[config.mk]
export PLATFORM = sky130hd
export DESIGN_NAME = bus_interconnect
export DESIGN_NICKNAME = d
export VERILOG_FILES = /design/src/rtl/bus_pkg.sv /design/src/rtl/bus_addr_decode.sv /design/src/rtl/bus_interconnect.sv
export SDC_FILE = /design/constraint.sdc
export NUM_CORES = 1
export LEC_CHECK = 0
export CAP_MARGIN = 5
export CELL_PAD_IN_SITES_DETAIL_PLACEMENT = 0
export CELL_PAD_IN_SITES_GLOBAL_PLACEMENT = 1
export CORE_MARGIN = 5
export CORE_UTILIZATION = 12
export CTS_BUF_LIST = sky130_fd_sc_hd__clkbuf_4 sky130_fd_sc_hd__clkbuf_8
export DETAILED_ROUTE_END_ITERATION = 10
export MAX_ROUTING_LAYER = met4
export PLACE_DENSITY_LB_ADDON = 0.1
export SYNTH_ARGS = -nofsm -noshare
export SYNTH_HDL_FRONTEND = slang
export SYNTH_HIERARCHICAL = 1
export SYNTH_SLANG_ARGS = --single-unit
[constraint.sdc]
create_clock -name clk_i -period 1.2 [get_ports clk_i]
set_input_delay 0.24 -clock clk_i [delete_from_list [all_inputs] [get_ports clk_i]]
set_output_delay 0.24 -clock clk_i [all_outputs]
set_load 0.02 [all_outputs]
[src/rtl/bus_pkg.sv]
// Shared types and helpers for the bus interconnect: select-width helper and response-source record.
package bus_pkg;

    localparam int SelW = 8;

    typedef logic [SelW-1:0] sel_t;

    typedef struct packed {
        sel_t host_sel;
        sel_t dev_sel;
        logic miss;
        logic pending;
    } rsp_src_t;

    function automatic int sel_width(input int n);
        return (n > 1) ? $clog2(n) : 1;
    endfunction

endpackage

[src/rtl/bus_addr_decode.sv]
// Base/mask address decoder; lowest matching device index wins, miss flags an unmapped address.
// Purely combinational, no backpressure.
module bus_addr_decode
    import bus_pkg::*;
#(
    parameter int NrDevices    = 1,
    parameter int AddressWidth = 32,
    parameter int IdxW         = sel_width(NrDevices)
) (
    input  logic [AddressWidth-1:0] addr,
    input  logic [AddressWidth-1:0] base [NrDevices],
    input  logic [AddressWidth-1:0] mask [NrDevices],
    output logic [IdxW-1:0]         dev_idx,
    output logic                    miss
);

    // Scan downwards so the lowest matching index is the last one written.
    always_comb begin
        dev_idx = '0;
        miss    = 1'b1;
        for (int d = NrDevices - 1; d >= 0; d--) begin
            if ((addr & mask[d]) == base[d]) begin
                dev_idx = IdxW'(d);
                miss    = 1'b0;
            end
        end
    end

endmodule

[src/rtl/bus_interconnect.sv]
// Multi-host/multi-device interconnect: fixed-priority arbiter, address decode, 1-cycle response routing.
// Grant is combinational; devices never stall. BUS_DECODE_ERR_EN makes unmapped accesses return an error.
module bus_interconnect
    import bus_pkg::*;
#(
    parameter int NrDevices    = 1,
    parameter int NrHosts      = 1,
    parameter int DataWidth    = 32,
    parameter int AddressWidth = 32
) (
    input  logic                      clk_i,
    input  logic                      rst_i,

    input  logic                      host_req_i    [NrHosts],
    output logic                      host_gnt_o    [NrHosts],
    input  logic [AddressWidth-1:0]   host_addr_i   [NrHosts],
    input  logic                      host_we_i     [NrHosts],
    input  logic [DataWidth/8-1:0]    host_be_i     [NrHosts],
    input  logic [DataWidth-1:0]      host_wdata_i  [NrHosts],
    output logic                      host_rvalid_o [NrHosts],
    output logic [DataWidth-1:0]      host_rdata_o  [NrHosts],
    output logic                      host_err_o    [NrHosts],

    output logic                      device_req_o    [NrDevices],
    output logic [AddressWidth-1:0]   device_addr_o   [NrDevices],
    output logic                      device_we_o     [NrDevices],
    output logic [DataWidth/8-1:0]    device_be_o     [NrDevices],
    output logic [DataWidth-1:0]      device_wdata_o  [NrDevices],
    input  logic                      device_rvalid_i [NrDevices],
    input  logic [DataWidth-1:0]      device_rdata_i  [NrDevices],
    input  logic                      device_err_i    [NrDevices],

    input  logic [AddressWidth-1:0]   cfg_device_addr_base [NrDevices],
    input  logic [AddressWidth-1:0]   cfg_device_addr_mask [NrDevices]
);

`ifdef BUS_DECODE_ERR_EN
    localparam bit DecodeErrEn = 1'b1;
`else
    localparam bit DecodeErrEn = 1'b0;
`endif

    localparam int DevSelW = sel_width(NrDevices);
    localparam int BeW     = DataWidth / 8;

    logic                    any_req;
    sel_t                    win_sel;
    logic [AddressWidth-1:0] win_addr;
    logic                    win_we;
    logic [BeW-1:0]          win_be;
    logic [DataWidth-1:0]    win_wdata;
    logic [DevSelW-1:0]      dev_idx;
    logic                    dec_miss;
    logic                    route_ok;
    rsp_src_t                rsp_q;

    // Fixed priority: the downward scan leaves the lowest requesting host selected.
    always_comb begin
        any_req   = 1'b0;
        win_sel   = '0;
        win_addr  = '0;
        win_we    = 1'b0;
        win_be    = '0;
        win_wdata = '0;
        for (int h = NrHosts - 1; h >= 0; h--) begin
            if (host_req_i[h]) begin
                any_req   = 1'b1;
                win_sel   = sel_t'(h);
                win_addr  = host_addr_i[h];
                win_we    = host_we_i[h];
                win_be    = host_be_i[h];
                win_wdata = host_wdata_i[h];
            end
        end
    end

    always_comb begin
        for (int h = 0; h < NrHosts; h++) begin
            host_gnt_o[h] = any_req && (win_sel == sel_t'(h));
        end
    end

    bus_addr_decode #(
        .NrDevices    (NrDevices),
        .AddressWidth (AddressWidth),
        .IdxW         (DevSelW)
    ) u_decode (
        .addr    (win_addr),
        .base    (cfg_device_addr_base),
        .mask    (cfg_device_addr_mask),
        .dev_idx (dev_idx),
        .miss    (dec_miss)
    );

    // Without decode errors a miss leaves dev_idx at 0, so unmapped accesses fall to device 0.
    assign route_ok = any_req && !(dec_miss && DecodeErrEn);

    always_comb begin
        for (int d = 0; d < NrDevices; d++) begin
            device_req_o[d]   = 1'b0;
            device_addr_o[d]  = '0;
            device_we_o[d]    = 1'b0;
            device_be_o[d]    = '0;
            device_wdata_o[d] = '0;
            if (route_ok && (dev_idx == DevSelW'(d))) begin
                device_req_o[d]   = 1'b1;
                device_addr_o[d]  = win_addr;
                device_we_o[d]    = win_we;
                device_be_o[d]    = win_be;
                device_wdata_o[d] = win_wdata;
            end
        end
    end

    always_ff @(posedge clk_i) begin
        if (rst_i) begin
            rsp_q <= '0;
        end else if (any_req) begin
            rsp_q <= '{host_sel: win_sel,
                       dev_sel:  sel_t'(dev_idx),
                       miss:     dec_miss,
                       pending:  1'b1};
        end else begin
            rsp_q.pending <= 1'b0;
        end
    end

    always_comb begin
        for (int h = 0; h < NrHosts; h++) begin
            host_rvalid_o[h] = 1'b0;
            host_rdata_o[h]  = '0;
            host_err_o[h]    = 1'b0;
            if (rsp_q.pending && (rsp_q.host_sel == sel_t'(h))) begin
                if (rsp_q.miss && DecodeErrEn) begin
                    host_rvalid_o[h] = 1'b1;
                    host_err_o[h]    = 1'b1;
                end else begin
                    for (int d = 0; d < NrDevices; d++) begin
                        if (rsp_q.dev_sel == sel_t'(d)) begin
                            host_rvalid_o[h] = device_rvalid_i[d];
                            host_rdata_o[h]  = device_rdata_i[d];
                            host_err_o[h]    = device_err_i[d];
                        end
                    end
                end
            end
        end
    end

endmodule

==> results of run 1 <==
## per-stage QoR
| stage | instance area, um2 | setup WS [ns] | setup TNS, ns | power [uW] | hold WS (ns) |
|---|---|---|---|---|---|
| 5_1_grt | 3751 | -0.3010 | -20.06 | 1711 | 0.3948 |
| 3_5_place_dp | 3050 | -0.9328 | -77.39 | 1069 | 0.4851 |
| 6_report | 3751 | -0.2559 | -17.19 | 1623 | 0.3520 |
| 4_1_cts | 3710 | -0.2742 | -21.11 | 1635 | 0.3505 |
| 2_1_floorplan | 868.3 | 0.003044 | 0 | 431.4 | 0.3116 |
| 3_3_place_gp | 3050 | -0.9414 | -77.65 | 1069 | 0.4760 |
## worst reg2reg max path, delay by kind of cell (launching register included)
family	cells	cell delay (ns)
mux	1	0.12
flops	1	0.31
simple gates	1	0.05
## area by class of cell
type                       instances  area (um2)
tap                               80       100.1
timing repair buffer             231        2645
clock buffer                       3       41.29
fill                             651        3005
multi-input combinational        109       923.4
sequential                         2       41.29
## what timing repair did
item / CTS / global route
setup buffers: 10 / 0
pin swaps: 68 / 16
endpoints found under the setup margin: 105 / 104
gates resized for setup: 668 / 61
hold buffers: 0 / 0
cloned: 9 / 3
## final timing paths
path / startpoint / endpoint / slack, ns
max reg2reg: rsp_q[2] / rsp_q[2] / 0.62
min reg2reg: rsp_q[2] / rsp_q[2] / 0.48
min: host_req_i / rsp_q[0] / 0.35
max: rsp_q[2] / host_rdata_o[30] / -0.26
## layer usage
metal	up-vias	wire length [um]	track usage	share of wire
li1	804	-	-	-
met1	737	2531	0.1592	0.35
met2	140	3654	0.2795	0.50
met3	4	990	0.06677	0.14
met4	0	74	0.03541	0.010
met5	-	0	-	0
## layout by cell type (no fill, tap or decap)
cell	n
dfxtp_1	1
mux2i_1	1
dlygate4sd2_1	1
buf_16	3
clkbuf_16	1
clkdlybuf4s50_1	104
clkbuf_8	3
nor2_1	1
conb_1	1
buf_12	13
buf_6	107
and2_1	1
buf_8	1
dfxtp_2	1
nor2b_1	1
and2_2	16
and2_4	86
buf_4	1
and2b_4	2
## where the power goes
group / switching [uW] / total, uW / internal [uW] / leakage, uW
registers: 1.38 / 72.7 / 71.3 / 0.0000169
logic: 443 / 1290 / 845 / 0.00171
clock network: 50.0 / 262 / 212 / 0.0000216
==> out/qor.yml, run 1 <==
gr-total-overflow: 0
io_pins: 275
status: "finished with violations"
syn_inst: 123
fin_skew_ns: 0
num_antenna_cells: 0
drtIter0Drc: 12
fin_crit_sh: 1.213
routedWlPerCell_um: 17.06
r2r_cells: 2
antenna_found_initial: 0
clk_latency_ns: 0.21
portBuffers: 210
syn_area_um2: 830.8
start_util: 0.1230
area_growth_syn_to_layout_pct: 351.5
slew_violations: 0
totalWireLength_mm: 7.250
place_congestion: 0.7601
hp-class: "in2reg"
firstDrtPassIters: 4
ctsRootBufferMaster: "clkbuf_8"
hold_path_depth: 3
fmax_ghz: 0.6869
max_cap_violations: 0
cellPowerDensity_mw_per_mm2: 432.6
vdd_drop_max_v: 0.0002177
rows: 30
drive_above_1_share: 0.6783
cts_buffers: 3
rsz0062_at_grt: "true"
path_clk_slew_ns: 0.03
failed_checks: "negative setup slack"
synth_nets: 293
path_depth: 4
die_area_mm2: 0.008687
grt_pass1_vias: 1822
max_stage_delay_ns: 0.31
grt_usage: 0.1565
crit_path_end_kind: "output pin"
yosysWarnings: 6
fin_nets: 517
grt_pass1_wl_mm: 10.15
period_minus_slack_ns: 1.456
p_leak_uw: 0.001746
fin_cells: 425
routed_via_density: 3.965
core_mm2: 0.006756
path_buf_inv: 2
crit_arrival_ns: 1.22
place_inst: 406
num_vias: 1685
fp.dieH_um: 93.21
crit_chain: "and2b_4 > buf_12 > and2_1 > buf_6"
grt_start_max_net_pins: 35
crit_family: "simple AND/OR/NAND/NOR gates"
crit_path_start_kind: "flop"
ant_nets: 0
required_ns: 0.96
crit_fanout: 17
syn_area_per_cell_um2: 6.754
drcViolationCount: 0
finish.utilization: 0.5552
largest_register: "rsp_q"
finalSetupViolCount: 103
clock_sinks: 2
top_regs: "rsp_q: 2 flops"
largest_reg_flops: 2
crit_type: "reg2out"
dieWidth_um: 93.21
setup_ws_ns: -0.2559
slowest_stage: "dfxtp_2"
cts_tree: "yes"
cts_max_level: 1
clockBufferDepth: 2
hold_viol_final: 0
dp_hpwl_mm: 5.700
Power figures use the tool's default switching activity.
==> run 2: changes to the inputs <==
--- a/config.mk
+++ b/config.mk
@@ -14,6 +14,7 @@
 export DETAILED_ROUTE_END_ITERATION = 10
 export MAX_ROUTING_LAYER = met4
 export PLACE_DENSITY_LB_ADDON = 0.1
+export SLEW_MARGIN = 10
 export SYNTH_ARGS = -nofsm -noshare
 export SYNTH_HDL_FRONTEND = slang
 export SYNTH_HIERARCHICAL = 1
==> results of run 2 <==
No change in the layout: final DEF, timing and power equal those of run 1.
==> run 3: changes to the inputs <==
--- a/config.mk
+++ b/config.mk
@@ -11,6 +11,7 @@
 export CORE_MARGIN = 5
 export CORE_UTILIZATION = 12
 export CTS_BUF_LIST = sky130_fd_sc_hd__clkbuf_4 sky130_fd_sc_hd__clkbuf_8
+export CTS_CLUSTER_DIAMETER = 200
 export DETAILED_ROUTE_END_ITERATION = 10
 export MAX_ROUTING_LAYER = met4
 export PLACE_DENSITY_LB_ADDON = 0.1
==> results of run 3 <==
No change in the layout: final DEF, timing and power equal those of run 1.
